`src/rtl/maxpool2x2_stream.sv`:
```
// Streaming 2x2 / stride-2 signed max-pooling stage: raster-order pixels in,
// one pooled pixel per completed window out, valid/ready on both sides.
module maxpool2x2_stream #(
    parameter int BITWIDTH = 8,
    parameter int CHANNELS = 2,
    parameter int WIDTH    = 10,
    parameter int HEIGHT   = 10
) (
    input  logic                         clk,
    input  logic                         rst_n,
    input  logic                         in_valid,
    output logic                         in_ready,
    input  logic [CHANNELS*BITWIDTH-1:0] in_data,
    output logic                         out_valid,
    input  logic                         out_ready,
    output logic [CHANNELS*BITWIDTH-1:0] out_data,
    output logic                         out_last
);

    localparam int PIX_W  = CHANNELS * BITWIDTH;
    localparam int HALF_W = WIDTH / 2;
    localparam int COL_W  = (WIDTH > 2) ? $clog2(WIDTH) : 1;
    localparam int ROW_W  = (HEIGHT > 2) ? $clog2(HEIGHT) : 1;
    localparam int LB_AW  = (HALF_W > 1) ? $clog2(HALF_W) : 1;

    if ((WIDTH < 2) || ((WIDTH % 2) != 0)) begin : g_bad_width
        $error("maxpool2x2_stream: WIDTH must be even and >= 2");
    end
    if ((HEIGHT < 2) || ((HEIGHT % 2) != 0)) begin : g_bad_height
        $error("maxpool2x2_stream: HEIGHT must be even and >= 2");
    end

    // Per-channel signed max; on a tie the first operand is kept.
    function automatic logic [PIX_W-1:0] pix_max(input logic [PIX_W-1:0] first,
                                                 input logic [PIX_W-1:0] second);
        logic [PIX_W-1:0]           res;
        logic signed [BITWIDTH-1:0] a_ch;
        logic signed [BITWIDTH-1:0] b_ch;
        res = first;
        for (int c = 0; c < CHANNELS; c++) begin
            a_ch = first[c*BITWIDTH +: BITWIDTH];
            b_ch = second[c*BITWIDTH +: BITWIDTH];
            if (b_ch > a_ch) begin
                res[c*BITWIDTH +: BITWIDTH] = b_ch;
            end
        end
        return res;
    endfunction

    logic [COL_W-1:0] col_p0;
    logic [ROW_W-1:0] row_p0;
    logic [PIX_W-1:0] h_p0;
    logic [PIX_W-1:0] line_p0 [HALF_W];

    logic [PIX_W-1:0] res_p1;
    logic             vld_p1;
    logic             last_p1;

    logic             accept;
    logic             col_last;
    logic             row_last;
    logic             produce;
    logic [LB_AW-1:0] lb_idx;
    logic [PIX_W-1:0] hm;
    logic [PIX_W-1:0] pooled;

    assign in_ready  = !vld_p1 || out_ready;
    assign accept    = in_valid && in_ready;
    assign col_last  = (col_p0 == COL_W'(WIDTH - 1));
    assign row_last  = (row_p0 == ROW_W'(HEIGHT - 1));
    assign lb_idx    = LB_AW'(col_p0 >> 1);
    assign hm        = pix_max(h_p0, in_data);
    assign pooled    = pix_max(line_p0[lb_idx], hm);
    assign produce   = accept && col_p0[0] && row_p0[0];

    assign out_valid = vld_p1;
    assign out_data  = res_p1;
    assign out_last  = last_p1;

    // Stage p0: raster position of the next accepted beat.
    always_ff @(posedge clk or negedge rst_n) begin
        if (!rst_n) begin
            col_p0 <= '0;
            row_p0 <= '0;
        end else if (accept) begin
            if (col_last) begin
                col_p0 <= '0;
                row_p0 <= row_last ? '0 : row_p0 + ROW_W'(1);
            end else begin
                col_p0 <= col_p0 + COL_W'(1);
            end
        end
    end

    // Partial maxima; every entry is written before it is read in a frame.
    always_ff @(posedge clk) begin
        if (accept && !col_p0[0]) begin
            h_p0 <= in_data;
        end
        if (accept && col_p0[0] && !row_p0[0]) begin
            line_p0[lb_idx] <= hm;
        end
    end

    // Stage p1: output register, held while downstream stalls.
    always_ff @(posedge clk or negedge rst_n) begin
        if (!rst_n) begin
            vld_p1  <= 1'b0;
            last_p1 <= 1'b0;
            res_p1  <= '0;
        end else if (produce) begin
            vld_p1  <= 1'b1;
            last_p1 <= col_last && row_last;
            res_p1  <= pooled;
        end else if (out_ready) begin
            vld_p1  <= 1'b0;
            last_p1 <= 1'b0;
        end
    end

endmodule

```
`config.mk`:
```
export PLATFORM = sky130hd
export DESIGN_NAME = maxpool2x2_stream
export DESIGN_NICKNAME = d
export VERILOG_FILES = /design/src/rtl/maxpool2x2_stream.sv
export SDC_FILE = /design/constraint.sdc
export NUM_CORES = 1
export LEC_CHECK = 0
export ABC_AREA = 1
export BUFFER_PORTS_ARGS = -buffer_cell sky130_fd_sc_hd__buf_2
export CORE_ASPECT_RATIO = 0.7
export CORE_UTILIZATION = 35
export DETAILED_ROUTE_END_ITERATION = 8
export PLACE_DENSITY = 0.64
export SYNTH_ARGS = -nofsm -noshare
export SYNTH_HDL_FRONTEND = slang
export SYNTH_SLANG_ARGS = --single-unit
```
`constraint.sdc`:
```
create_clock -name clk -period 2.87 [get_ports clk]
set_input_delay 0 -clock clk [delete_from_list [all_inputs] [get_ports clk]]
set_output_delay 0 -clock clk [all_outputs]
set_load 0.03 [all_outputs]
```
# Word-level counts from Yosys, hierarchy flattened
# Memories as Yosys holds them, arrays and structs flattened.
# Cells that the tools add are included.
[totals]
reg_bits = 42
ram_bits = 80
inputBits = 20
elab_cells = 38
n_memories = 1
[classes]
addsub = 2
magnitude_cmp = 4
n_eq_ne = 2
muxes = 11
n_reduce_logical = 12
[mem_list]
columns = ["memory", "depth", "width", "rd", "rd_ports_with_merged_regs", "wr", "line", "rtl"]
rows = [
  ["line_p0", 5, 16, 1, 0, 1, "53", "logic [PIX_W-1:0] line_p0 [HALF_W];"],
]
[op_table]
columns = ["operator", "count"]
rows = [
  ["$gt A8 B8 Y1", 4],
  ["$mux W8", 4],
  ["$add A4 B1 Y4 const B", 2],
  ["$eq A4 B4 Y1 const B", 2],
  ["$mux W4", 2],
  ["$logic_and A1 B1 Y1", 6],
  ["$mux W1", 5],
  ["$logic_not A1 Y1", 3],
  ["$reduce_and A2 Y1", 1],
  ["$reduce_bool A2 Y1", 1],
  ["$logic_or A1 B1 Y1", 1],
]

# Depth between registers and ports, before layout
[depth]
word_depth = 7
depth_mapped = 26
depth_no_buf = 26

# Least setup slack after synthesis
# Ideal clock, no wire load.
[synth_timing]
path_kind = "reg2reg"
from = "reg vld_p1 (netlist: out_valid)"
to = "mem line_p0[1][0] (netlist bit), enable pin"
setup_ns = 0.430
t_arrival_ns = 2.829
path_slack_ns = -0.389
stages_incl_launch_ff = 6
n_path_buf = 0
synth_period_minus_slack_ns = 3.259
path_cell_list = "dfrtp_1 nand2_1 nand2_2 nor2_1 nand2_1 nor4_1"
[synth_via]
elab_chain_cells = 7
[synth_lines]
columns = ["item", "line", "rtl"]
rows = [
  ["start, declared", "56", "logic vld_p1;"],
  ["start signal, assigned", "108", "vld_p1 <= 1'b0;"],
  ["start signal, assigned", "112", "vld_p1 <= 1'b1;"],
  ["start signal, assigned", "116", "vld_p1 <= 1'b0;"],
  ["$logic_not A1 Y1", "67", "assign in_ready = !vld_p1 || out_ready;"],
  ["$logic_or A1 B1 Y1", "67", ""],
  ["named net in_ready", "12", "output logic in_ready,"],
  ["$logic_and A1 B1 Y1", "68", "assign accept = in_valid && in_ready;"],
  ["$logic_and A1 B1 Y1 (2 in a row)", "100", "if (accept && col_p0[0] && !row_p0[0]) begin"],
  ["$mux W1", "100", ""],
  ["$mux W1 (not written as such)", "101", "line_p0[lb_idx] <= hm;"],
  ["end, declared", "53", ""],
]
# The timed path passes the listed nets, and every way through them passes these cells.

# Final worst setup path
[layout_timing]
from = "reg h_p0[5]"
to = "reg res_p1[4] (netlist: out_data[4])"
[layout_via]
elab_chain_cells = 4
[layout_lines]
columns = ["item", "line", "rtl"]
rows = [
  ["start, declared", "52", "logic [PIX_W-1:0] h_p0;"],
  ["start signal, assigned", "98", "h_p0 <= in_data;"],
  ["$gt A8 B8 Y1", "43", "if (b_ch > a_ch) begin"],
  ["$mux W8", "43", ""],
  ["named net hm[0]", "64", "logic [PIX_W-1:0] hm;"],
  ["$gt A8 B8 Y1", "43", ""],
  ["$mux W8", "43", ""],
  ["end signal, assigned", "114", "res_p1 <= pooled;"],
  ["end, declared", "55", "logic [PIX_W-1:0] res_p1;"],
]
# The timed path passes the listed nets, and every way through them passes these cells.
# A chain may end at the register's enable or synchronous reset.

==> metrics.md <==
| Metric | Value |
|---|---|
| Status | `complete, but fails checks` |
| Failing checks | `setup timing` |
| Initial antenna violation count | `0` |
| Post-DR wirelength/cell | `16.1 µm` |
| Reg2reg start | `h_p0[5]` |
| Critical Path Slowest Stage Cell | `edfxtp_1` |
| Synth unique cells | `36` |
| Total Power | `8.48 mW` |
| Global Route met1 Usage | `0.235` |
| Num ports | `39` |
| Lkg Pwr | `3.57 nW` |
| Largest net degree at the start of global routing | `33` |
| Syn Area/Cell | `10.4 µm²` |
| First-pass GRT wire length | `22600 µm` |
| Area Growth Syn to Fin | `36.8%` |
| Clock slew at reported path FFs | `0.06 ns` |
| EDFF count, synth | `96` |
| Worst Path Arrival | `3.34 ns` |
| Synth warnings | `0` |
| Flop2flop setup slack | `-0.11 ns` |
| Critical Path Start | `h_p0[5]` |
| Sequential Area | `3530 µm²` |
| Most Used Layer, Global Route | `met2` |
| Final worst-path cycle share | `1.04` |
| CTS max path bufs | `2` |
| Layout Nets | `759` |
| Post-synth top flop | `edfxtp_1` |
| Fillers | `1401` |
| Cell Count, Final, Fillers Out | `945` |
| CP Capture Type | `register` |
| Clk sinks | `122` |
| CP max stage delay | `0.39 ns` |
| Unrepaired setup endpoints after global routing | `true` |
| FF+latch count, synth | `122` |
| Fin crit period | `2.98 ns` |
| Crit path max fanout | `8` |
| Vias | `4668` |
| Placed Cells | `869` |
| CTS tree | `yes` |
| Hold Path Class | `input pin to register` |
| Total Routing Usage GR | `0.169` |
| Grt ovf | `0` |
| Cell area power density | `1030 nW/µm²` |
| Grt met2 use | `0.253` |
| Worst r2r path cells | `22` |
| Setup TNS | `-0.934 ns` |
| Pre-antenna DRT Iters | `5` |
| Cells after synthesis | `579` |
| CP required | `3.23 ns` |
| Top cell by count, worst path | `nand2_1` |
| Total CTS buffers | `17` |
| Routed wire length | `15200 µm` |
| # DRC | `0` |
| Fin Hold WS | `0.00528 ns` |
| Post-synthesis compound-gate area fraction | `0.0718` |
| VDD IR max | `0.000459 V` |
| Synth Area in Adders | `0.0668` |
| Synth Area in XOR/XNOR | `0.00292` |
| Worst skew pair latency | `0.42 ns` |
| Post-synthesis mux area share | `0` |
| Share of layout cells above drive strength 1 | `0.367` |
| Die H | `112 µm` |
| Placeable Area | `16500 µm²` |
| RR Endpoint | `out_data[4]` |
| Vias in the first global route | `4568` |
| CTS Root Cell | `clkbuf_16` |
| Clock skew | `0.0101 ns` |
| Cell count of the worst hold path | `4` |
| ANT nets after route | `0` |
| Sequential area share after synthesis | `0.589` |
| Syn Nets | `631` |
| Die area | `17700 µm²` |
| Setup-failing EPs final | `15` |
| Buffers & Inverters on Critical Path | `4` |
| Max-cap violations | `0` |
| Die width | `158 µm` |
| Kind of start point of the critical path | `register` |
| DP Wirelength | `9120 µm` |
| Slew margin rel. | `0.490` |
| Worst hold endpoint | `col_p0[3]` |
| Crit Path Class | `register to register` |
| Yosys top cell by area | `edfxtp_1` |
| Synth Area in Simple Gates | `0.205` |
| Iter 0 DRT Violations | `410` |
| H-Tree Depth | `4` |
| Max Clk Rate | `335 MHz` |
| Final GP Congestion | `0.885` |
| Ys async rst share | `0.213` |
| Final hold viol count | `0` |
| Netlist Area Pre-Place | `6000 µm²` |
| Routing usage on met3 | `0.0428` |
| Worst path cell trace | `inv_1 -> ha_4 -> a21oi_2 -> nor2_4 -> nor2_4 -> buf_4 -> nand3_4 -> nand3_4 -> nand2_1 -> nand2_2 -> inv_1 -> ha_1 -> nor2_1 -> o21ai_1 -> nand3_1 -> nand2_1 -> nand2_1 -> nand2_2 -> buf_8 -> a21oi_2 -> nand2_1 -> nand2_1` |
| Main combinational cell family by area after synthesis | `simple AND/OR/NAND/NOR gates` |
| Port Buffer Count | `38` |
| Vias per cell | `4.94` |
| Starting Density | `0.363` |
| CP delay by family, top | `simple AND/OR/NAND/NOR gates` |
| Final WS setup | `-0.114 ns` |
| Worst Hold Launch | `in_valid` |
| Top cells by area, synth | `edfxtp_1, dfrtp_1, nand2_1` |
| Final Max Tran Viols | `0` |
| Site Rows | `39` |
| Antenna fix cells | `0` |
| Top-area cell type share of the netlist area | `0.481` |
| Worst-margin pin slew | `0.765 ns` |
| Area of the multi-input gates | `2640 µm²` |
how the worst max path moves through the flow:
stage | end | slack, ns | cells after the start
detailed placement | out_data[4] | -0.34 | 21
finish | out_data[4] | -0.11 | 22
global placement | out_data[5] | -0.32 | 21
floorplan | out_data[1] | 0.01 | 22
global route | out_data[5] | -0.28 | 22
CTS | out_data[5] | -0.006 | 22
kinds of logic after synthesis:
kind of cell    Yosys count
buf+inv                  91
compound gates           62
fa+ha+maj                32
xor+xnor                  2
simple gates            270
flops                   122
stage by stage:
stage | setup slack, ns | cell area (µm²) | util
after global placement | -0.319 | 6680 | 0.404
final | -0.114 | 8200 | 0.496
after CTS | -0.00553 | 7560 | 0.457
after global routing | -0.284 | 8200 | 0.496
after detailed placement | -0.337 | 6680 | 0.404
after floorplan | 0.0140 | 6000 | -
flip-flops by register name, indices dropped and copies added, names as in the netlist:
signal / cells
line_p0: 80
h_p0: 16
out_data: 16
col_p0: 4
row_p0: 4
out_last: 1
out_valid: 1
per-layer routing:
layer	wire, µm	share of wire
met1	7150	0.47
met2	7110	0.47
met3	705	0.046
met4	220	0.014
met5	0	0
tightest hold or removal path, delay by kind of cell:
kind | cells | cell delay [ns]
buffers and inverters | 1 | 0.10
and+or+nand+nor | 3 | 0.28
synthesized netlist by cell type (3+ instances only):
library cell	n
nor2_1	32
nand2_2	5
o22ai_1	12
a21oi_1	27
nand4_1	10
buf_2	3
inv_1	74
dfrtp_1	26
buf_6	4
nand3_1	46
inv_2	4
a211oi_2	10
ha_1	32
edfxtp_1	96
nand2_1	159
nor2_2	5
o21ai_0	4
cell usage in the layout (no fill, tap or decap), types with 7 or more instances in the layout:
master and count:
dlygate4sd3_1 18, nor2_1 24, buf_2 38, nand4_1 10
nand2_1 120, a21oi_2 7, inv_2 13, nor2_2 8
a211oi_2 10, edfxtp_1 96, ha_1 14, o22ai_1 12
nand3_4 7, dfrtp_1 26, a21oi_1 19, inv_1 63
buf_4 60, nand3_1 39, clkbuf_16 17, nand2_2 37
ha_4 18
where the power goes:
| part | total (mW) | switching (mW) | leakage [nW] | internal [mW] |
|---|---|---|---|---|
| logic | 3.91 | 2.46 | 2.10 | 1.45 |
| registers | 2.51 | 0.195 | 1.20 | 2.31 |
| clock network | 2.07 | 0.838 | 0.275 | 1.23 |
repair_timing:
action / in CTS / in global routing
endpoints found under the setup margin: 16 / 16
buffers inserted: 5 / 20
resized for setup: 24 / 98
pin swaps: 16 / 56
hold endpoints to repair: 46 / 0
hold buffers: 18 / 0
cloned: 0 / 1
cell type report:
type,count,share of cell area
Sequential cell,122,0.431
Multi-Input combinational cell,367,0.322
Timing Repair Buffer,120,0.106
Clock buffer,18,0.0535
Inverter,79,0.0371
Tap cell,225,0.0343
Clock inverter,14,0.0166
Power figures use the tool's default switching activity.
